==> src/rtl/fifo_pkg.sv <==
// Shared definitions for the FIFO writer/reader blocks: FSM encodings,
// the burst counter width and its saturating increment.
package fifo_pkg;

    typedef enum logic [1:0] {
        IDLE  = 2'd0,
        DELAY = 2'd1,
        WRITE = 2'd2
    } wr_state_e;

    localparam int BURST_CNT_W = 16;

    function automatic logic [BURST_CNT_W-1:0] sat_inc(input logic [BURST_CNT_W-1:0] v);
        return (&v) ? v : v + 1'b1;
    endfunction

endpackage

==> src/rtl/fifo_wr_if.sv <==
// FIFO write-port bundle between a writer (master) and the FIFO (slave).
//
// Handshake: fifo_wr_en is the valid, ~full is the ready. A word in
// fifo_wr_data transfers on a rising edge where fifo_wr_en=1, full=0 and
// wr_rst_busy=0; empty comes from the read domain and is unsynchronized.
interface fifo_wr_if #(
    parameter int DATA_W = 8
) ();

    logic              empty;
    logic              wr_rst_busy;
    logic              almost_full;
    logic              full;
    logic              fifo_wr_en;
    logic [DATA_W-1:0] fifo_wr_data;

    modport master (
        input  empty,
        input  wr_rst_busy,
        input  almost_full,
        input  full,
        output fifo_wr_en,
        output fifo_wr_data
    );

    modport slave (
        output empty,
        output wr_rst_busy,
        output almost_full,
        output full,
        input  fifo_wr_en,
        input  fifo_wr_data
    );

endinterface

==> src/rtl/sync_2ff.sv <==
// Single-bit two-flop synchronizer with asynchronous active-low reset.
// Shared by the FIFO writer and reader.
module sync_2ff (
    input  logic clk_i,
    input  logic rst_ni,
    input  logic d_i,
    output logic q_o
);

    logic d0_q;
    logic d1_q;

    always_ff @(posedge clk_i or negedge rst_ni) begin
        if (!rst_ni) begin
            d0_q <= 1'b0;
            d1_q <= 1'b0;
        end else begin
            d0_q <= d_i;
            d1_q <= d0_q;
        end
    end

    assign q_o = d1_q;

endmodule

==> src/rtl/fifo_wr.sv <==
// FIFO burst writer: waits DLY_CYCLES after the FIFO reports empty, then
// writes an incrementing pattern until almost_full ends the burst.
module fifo_wr
    import fifo_pkg::*;
#(
    parameter int DLY_CYCLES = 10,
    parameter int DATA_W     = 8
) (
    input  logic                   wr_clk,
    input  logic                   rst_n,
    fifo_wr_if.master              wr_if,
    output logic [BURST_CNT_W-1:0] burst_cnt,
    output logic                   ovf_err,
    output wr_state_e              state_o
);

    localparam int CNT_W = (DLY_CYCLES > 1) ? $clog2(DLY_CYCLES) : 1;
    localparam logic [CNT_W-1:0] CNT_LAST = CNT_W'(DLY_CYCLES - 1);

    logic                   empty_d1;
    wr_state_e              state_q;
    logic [CNT_W-1:0]       dly_cnt_q;
    logic                   wr_en_q;
    logic [DATA_W-1:0]      data_q;
    logic [BURST_CNT_W-1:0] burst_cnt_q;
    logic                   ovf_q;

    sync_2ff u_empty_sync (
        .clk_i  (wr_clk),
        .rst_ni (rst_n),
        .d_i    (wr_if.empty),
        .q_o    (empty_d1)
    );

    // wr_rst_busy dominates everything: the word on the bus is not taken,
    // so data, burst count and overflow flag all hold.
    always_ff @(posedge wr_clk or negedge rst_n) begin
        if (!rst_n) begin
            state_q     <= IDLE;
            dly_cnt_q   <= '0;
            wr_en_q     <= 1'b0;
            data_q      <= '0;
            burst_cnt_q <= '0;
            ovf_q       <= 1'b0;
        end else if (wr_if.wr_rst_busy) begin
            wr_en_q <= 1'b0;
            state_q <= IDLE;
        end else begin
            case (state_q)
                IDLE: begin
                    if (empty_d1) begin
                        state_q   <= DELAY;
                        dly_cnt_q <= '0;
                    end
                end
                DELAY: begin
                    if (dly_cnt_q == CNT_LAST) begin
                        state_q <= WRITE;
                        wr_en_q <= 1'b1;
                    end else begin
                        dly_cnt_q <= dly_cnt_q + 1'b1;
                    end
                end
                WRITE: begin
                    if (wr_en_q && wr_if.full) begin
                        // Write into a full FIFO: abandon the burst, data not consumed.
                        ovf_q   <= 1'b1;
                        wr_en_q <= 1'b0;
                        state_q <= IDLE;
                    end else if (wr_en_q) begin
                        data_q <= data_q + 1'b1;
                        if (wr_if.almost_full) begin
                            wr_en_q     <= 1'b0;
                            state_q     <= IDLE;
                            burst_cnt_q <= sat_inc(burst_cnt_q);
                        end
                    end
                end
                default: begin
                    wr_en_q <= 1'b0;
                    state_q <= IDLE;
                end
            endcase
        end
    end

    assign wr_if.fifo_wr_en   = wr_en_q;
    assign wr_if.fifo_wr_data = data_q;
    assign burst_cnt          = burst_cnt_q;
    assign ovf_err            = ovf_q;
    assign state_o            = state_q;

endmodule
==> src/flat_wrapper.sv <==
// flat-port wrapper written by rule: the top's interface ports become plain ports
module fifo_wr_flat import fifo_pkg::*;
#(
    parameter int DLY_CYCLES = 10,
    parameter int DATA_W     = 8
)
  (wr_clk, rst_n, burst_cnt, ovf_err, state_o, wr_if_empty, wr_if_wr_rst_busy, wr_if_almost_full, wr_if_full, wr_if_fifo_wr_en, wr_if_fifo_wr_data);
  fifo_wr_if #(.DATA_W(DATA_W)) wr_if_i ();
  input  logic wr_clk;
  input  logic rst_n;
  output logic [BURST_CNT_W-1:0] burst_cnt;
  output logic ovf_err;
  output wr_state_e state_o;
  input wire logic [$bits(wr_if_i.empty)-1:0] wr_if_empty;
  input wire logic [$bits(wr_if_i.wr_rst_busy)-1:0] wr_if_wr_rst_busy;
  input wire logic [$bits(wr_if_i.almost_full)-1:0] wr_if_almost_full;
  input wire logic [$bits(wr_if_i.full)-1:0] wr_if_full;
  output wire logic [$bits(wr_if_i.fifo_wr_en)-1:0] wr_if_fifo_wr_en;
  output wire logic [$bits(wr_if_i.fifo_wr_data)-1:0] wr_if_fifo_wr_data;
  assign wr_if_i.empty = wr_if_empty;
  assign wr_if_i.wr_rst_busy = wr_if_wr_rst_busy;
  assign wr_if_i.almost_full = wr_if_almost_full;
  assign wr_if_i.full = wr_if_full;
  assign wr_if_fifo_wr_en = wr_if_i.fifo_wr_en;
  assign wr_if_fifo_wr_data = wr_if_i.fifo_wr_data;
  fifo_wr #(.DLY_CYCLES(DLY_CYCLES), .DATA_W(DATA_W)) u_core (.wr_clk(wr_clk), .rst_n(rst_n), .wr_if(wr_if_i), .burst_cnt(burst_cnt), .ovf_err(ovf_err), .state_o(state_o));
endmodule
==> config.mk <==
export PLATFORM = sky130hd
export DESIGN_NAME = fifo_wr_flat
export DESIGN_NICKNAME = d
export VERILOG_FILES = /design/src/rtl/fifo_pkg.sv /design/src/rtl/fifo_wr_if.sv /design/src/rtl/sync_2ff.sv /design/src/rtl/fifo_wr.sv /design/src/flat_wrapper.sv
export SDC_FILE = /design/constraint.sdc
export NUM_CORES = 1
export LEC_CHECK = 0
export CAP_MARGIN = 20
export CORE_UTILIZATION = 40
export CTS_BUF_LIST = sky130_fd_sc_hd__clkbuf_8
export CTS_CLUSTER_SIZE = 25
export DETAILED_ROUTE_END_ITERATION = 6
export HOLD_SLACK_MARGIN = 0.12
export SYNTH_ARGS = -nofsm -noshare
export SYNTH_HDL_FRONTEND = slang
export SYNTH_SLANG_ARGS = --single-unit
==> constraint.sdc <==
create_clock -name wr_clk -period 3.2 [get_ports wr_clk]
set_input_delay 0.8 -clock wr_clk [delete_from_list [all_inputs] [get_ports wr_clk]]
set_output_delay 0.8 -clock wr_clk [all_outputs]
set_load 0.1 [all_outputs]
# After elaboration in Yosys (flattened, before gate mapping)
# Index checks and enable logic that the tools add are counted.
word_totals:
  ff_bits: 34
  out_inout_bits: 28
  elab_cells: 50
op_classes:
  addsub: 3
  n_eq_ne: 10
  mux: 16
  n_bitwise: 3
  n_reduce_logical: 10
op_table:
  columns: ["cell", "count"]
  rows:
  - ["16-bit by 1-bit adder with 16-bit output (second input constant)", 1]
  - ["16-bit AND reduction", 1]
  - ["2-bit 2-to-1 mux", 6]
  - ["4-bit AND reduction", 3]
  - ["8-bit by 1-bit adder with 8-bit output (second input constant)", 1]
  - ["4-bit 2-to-1 mux", 2]
  - ["4-bit one-hot mux with 2 select lines", 1]
  - ["2-bit != test (second input constant)", 3]
  - ["2-bit one-hot mux with 3 select lines", 1]
  - ["6-bit AND reduction", 1]
  - ["1-bit 2-to-1 mux", 5]
  - ["4-bit by 1-bit adder with 4-bit output (second input constant)", 1]
  - ["4-bit equality test (second input constant)", 1]
  - ["4-bit by 2-bit != test with 1-bit output (second input constant)", 1]
  - ["4-bit by 3-bit != test with 1-bit output (second input constant)", 1]
  - ["3-bit by 2-bit != test with 1-bit output (second input constant)", 1]
  - ["3-bit != test (second input constant)", 1]
  - ["1-bit NOT", 3]
  - ["1-bit one-hot mux with 3 select lines", 1]
  - ["3-bit AND reduction", 1]
  - ["2-bit by 1-bit equality test with 1-bit output (second input constant)", 1]
  - ["2-bit equality test (second input constant)", 1]
  - ["2-bit zero test", 1]
  - ["2-bit AND reduction", 1]
  - ["2 further kinds", 2]

# Longest topological paths before layout
depth:
  word_depth: 5
  depth_mapped: 7

# Modules after synthesis
# From an unflattened synthesis, not the netlist that was laid out.
unflattened:
  hier_cells: 157
  area_unflattened_um2: 1781.7
by_module_without_submodules:
  columns: ["module", "instances", "cells_each", "area_each_um2", "seq_area_each_um2"]
  rows:
  - ["fifo_wr", 1, 155, 1731.7, 800.8]
  - ["sync_2ff", 1, 2, 50.0, 50.0]

# Worst setup path before layout
# OpenSTA, ideal clock, no wires.
synth_timing:
  path_type: "flip-flop to flip-flop"
  from: "register u_core.state_q[1] (netlist: u_core.state_o[1])"
  to: "register u_core.burst_cnt_q[9] (netlist: u_core.burst_cnt[9])"
  setup_time_ns: 0.128
  arrival_ns: 2.320
  required_ns: 3.072
  path_slack_ns: 0.752
  path_stages_with_launch: 6
  path_buffers: 0
  period_less_slack_ns: 2.448
  cell_sequence: "dfrtp_1 ha_1 nand4bb_4 nor4b_4 and3_1 mux2_1"
synth_via:
  elab_chain_cells: 2
synth_lines:
  columns: ["element", "line", "rtl"]
  rows:
  - ["from (decl)", "fifo_wr.sv:21", "wr_state_e state_q;"]
  - ["from (signal assigned)", "fifo_wr.sv:39", "state_q <= IDLE;"]
  - ["from (signal assigned)", "fifo_wr.sv:47", "state_q <= IDLE;"]
  - ["from (signal assigned)", "fifo_wr.sv:52", "state_q <= DELAY;"]
  - ["2-bit equality test", "fifo_wr.sv:49", "case (state_q)"]
  - ["6-bit AND reduction (no source line)", null, null]
  - ["to (signal assigned)", "fifo_wr.sv:75", "burst_cnt_q <= sat_inc(burst_cnt_q);"]
  - ["to (decl)", "fifo_wr.sv:25", "logic [BURST_CNT_W-1:0] burst_cnt_q;"]
# Every way passes these cells.
# A chain may end at the register's enable or synchronous reset.

# Final worst setup path
layout_timing:
  from: "input wr_if_almost_full"
  to: "register u_core.burst_cnt_q[9] (netlist: u_core.burst_cnt[9])"
layout_via:
  elab_chain_cells: 1
layout_lines:
  columns: ["element", "line", "rtl"]
  rows:
  - ["from (decl)", "flat_wrapper.sv:16", "input wire logic [$bits(wr_if_i.almost_full)-1:0] wr_if_almost_full;"]
  - ["6-bit AND reduction (no source line)", null, null]
# Every way passes these cells.

==> metrics.log <==
[metrics] post-synth cell types: 43
[metrics] clock root cell: sky130_fd_sc_hd__clkbuf_8
[metrics] number of top-level pins: 34
[metrics] Crit-path slowest cell: sky130_fd_sc_hd__clkdlybuf4s50_1
[metrics] cts-stage hold buffer count: 0
[metrics] Largest delay share family, worst path: simple AND/OR/NAND/NOR gates
[metrics] number of buffers created by CTS: 5
[metrics] postcts setup bufs: 0
[metrics] worst path arrival time: 2.54 ns
[metrics] Avg Inst Size Synth: 11.26 sq um
[metrics] DIE HEIGHT: 69.12 um
[metrics] overflow left after global routing: 0
[metrics] worst IR drop on VDD: 0.0003074 V
[metrics] global-route wire length before repair: 6196 um
[metrics] final number of hold-violating endpoints: 0
[metrics] worst-path fanout max: 6
[metrics] deepest level of the CTS H-tree: 2
[metrics] # Max-Cap Violations: 0
[metrics] relative slew slack: 70.74%
[metrics] last weighted congestion value of the routability-driven placer: 0.8213
[metrics] critical-path cell list: clkdlybuf4s50_1 > and4_4 > nor4b_4 > and3_1 > mux2_1
[metrics] clock edge transition at the registers on the reported setup and hold paths: 0.06 ns
[metrics] Total Wirelength: 3439 um
[metrics] DIE WIDTH: 69.12 um
[metrics] HP Start: u_core.u_empty_sync.d0_q$_DFF_PN0_
[metrics] number of gates resized after CTS: 0
[metrics] origin of the worst setup path: wr_if_almost_full
[metrics] fraction of layout cells with a size suffix above 1: 23.12%
[metrics] detailed-router iteration count before antenna repair: 4
[metrics] violation count after the first detailed-routing iteration: 42
[metrics] fraction of the cycle the final worst path needs: 74.17%
[metrics] critical path startpoint category: input port
[metrics] share of synthesized area occupied by flip-flops and latches: 47.22%
[metrics] global-route usage over all layers: 16.31%
[metrics] nets@finish: 213
[metrics] Worst Hold Class: register to register
[metrics] die area: 4777 sq um
[metrics] largest net degree at the start of global routing: 35
[metrics] final worst clock skew: 0.005395 ns
[metrics] maximum clock rate: 421.3 MHz
[metrics] result of the run: finished, final reports clean
[metrics] slowest cell delay on critical path: 0.59 ns
[metrics] commonest cells after routing, fill and taps aside: 34 x sky130_fd_sc_hd__dfrtp_1, 29 x sky130_fd_sc_hd__buf_4, 12 x sky130_fd_sc_hd__nand2_1, 11 x sky130_fd_sc_hd__inv_1, 10 x sky130_fd_sc_hd__a21oi_1
[metrics] unrepaired setup endpoints after global routing: false
[metrics] routed via count divided by cell count: 5.394
[metrics] power consumption: 0.001360 W
[metrics] clock sinks: 34
[metrics] Filler cells: 398
[metrics] synthesis-stage register bit count: 34
[metrics] core area: 4354 sq um
[metrics] final sum of negative setup slack: 0 ns
[metrics] deepest clock path buffer count: 2
[metrics] Multi-input gate area: 894.6 sq um
[metrics] Layout Area Growth over Synthesis: 21.46%
[metrics] number of antenna violations at the first check in global routing: 0
[metrics] half-perimeter wire length of the detailed placement result: 2596 um
[metrics] number of placement rows: 24
[metrics] minimum clock period: 2.374 ns
[metrics] leading cell type in the layout, fill and taps excluded: sky130_fd_sc_hd__dfrtp_1
[metrics] total buffers and inverters traversed by the critical path: 1
[metrics] via count: 1,354
[metrics] crit path capture type: register
[metrics] number of warnings printed during yosys synthesis: 0
[metrics] cell area after technology mapping: 1802 sq um
[metrics] routed length per placed instance: 13.70 um
[metrics] Worst-Skew Late Latency: 0.28 ns
[metrics] CTS tree: yes
[metrics] Mapped Cells: 160
[metrics] register area: 850.8 sq um
[metrics] vias in the first global route: 1,339
[metrics] Antenna diodes: 0
[metrics] WP data required: 3.36 ns
[metrics] Worst Setup Path Type: input port to register
[metrics] cell leakage power: 1.084 nW
[metrics] total power divided by cell area: 621.3 nW/um^2
[metrics] startpoint of the lowest-slack register-to-register path: u_core.state_o[0]$_DFFE_PN0P_
[metrics] Slew Limit Fails: 0
[metrics] Initial Util: 41.38%
[metrics] transition time of the tightest slew-check pin: 0.4389 ns
[metrics] final-report setup violation count: 0
[metrics] number of I/O port buffers: 33
[metrics] DRC violations left: 0
[metrics] post-route antenna net violation count: 0
[metrics] net count after synthesis: 174
## sequential cells by signal, summed over array words and instances, names as in the netlist
name / cells
u_core.wr_if.fifo_wr_en: 1
u_core.u_empty_sync.q_o: 1
u_core.burst_cnt: 16
u_core.u_empty_sync.d0_q: 1
u_core.ovf_err: 1
u_core.wr_if.fifo_wr_data: 8
u_core.state_o: 2
u_core.dly_cnt_q: 4
## metal layers
layer  up-vias  global-route usage, %  wire length, um
li1        663                      -                -
met1       661                  21.55             1637
met2        25                  24.49             1617
met3         5                  4.825              139
met4         0                  7.710               45
met5         -                      0                0
## path summary, 6_finish.rpt
path	to	slack, ns	cells after the start
worst max-delay path	u_core.burst_cnt[9]$_DFFE_PN0P_	0.83	5
worst min-delay path	u_core.u_empty_sync.q_o$_DFF_PN0_	0.35	0
worst max register to register	u_core.burst_cnt[8]$_DFFE_PN0P_	1.11	6
worst min register to register	u_core.u_empty_sync.q_o$_DFF_PN0_	0.35	0
max in group asynchronous	u_core.burst_cnt[10]$_DFFE_PN0P_	1.97	2
min in group asynchronous	u_core.state_o[0]$_DFFE_PN0P_	0.93	2
## final cells by class
cell class / count / area share, %
inverter: 9 / 1.544
sequential: 34 / 38.88
clock buffer: 5 / 3.145
timing repair buffer: 34 / 12.24
clock inverter: 2 / 0.3431
multi-input combinational: 115 / 40.88
tap: 52 / 2.973
## cells by family after synthesis
group / Yosys count / share of synthesized area, %
buffers and inverters: 11 / 3.125
adder cells (fa/ha/maj): 8 / 5.556
AO/OA/AOI/OAI: 27 / 9.307
multiplexers: 8 / 4.792
flip-flops: 34 / 47.22
AND/OR/NAND/NOR: 54 / 21.25
XOR/XNOR: 18 / 8.750
## synthesized netlist by cell type, drive strengths merged
library cell	instances	area, sq um
nand4bb	2	38.79
mux2i	3	30.03
o21ai	7	35.03
o22ai	1	6.260
o211ai	1	7.510
nor2b	1	6.260
or2	1	6.260
a2111oi	1	8.760
dfrtp	34	850.8
and2	1	6.260
and4bb	1	12.51
nand3	10	55.05
a211oi	1	7.510
nor4b	3	53.80
nand4	5	31.28
a21oi	11	58.81
nor4	2	18.77
nand2	13	51.30
xor2	9	78.83
inv	9	33.78
a21boi	1	7.510
nor2	3	11.26
buf	2	22.52
a22o	1	8.760
xnor2	9	78.83
ha	8	100.1
and3	6	37.54
mux2	5	56.30
o2111ai	2	17.52
nor3b	1	7.510
nor3	3	26.28
and4	2	20.02
a41o	1	10.01
## metrics by stage
step	utilization [%]	instances	worst slack (ns)	instance area, sq um	hold slack, ns
floorplan	-	160	0.7520	1802	0.3312
global placement	48.51	244	0.5588	2112	0.3329
detailed placement	48.51	244	0.5243	2112	0.3364
CTS	50.26	251	0.8218	2188	0.3504
global route	50.26	251	0.7023	2188	0.3605
finish	50.26	251	0.8264	2188	0.3537
## report_power, final
part | switching, W | internal, W | total, W
clock network | 0.000135 | 0.000143 | 0.000278
logic | 0.000390 | 0.000146 | 0.000536
registers | 0.0000625 | 0.000483 | 0.000545
total | 0.000588 | 0.000772 | 0.00136
No activity file was read; power rests on OpenSTA's default activity.
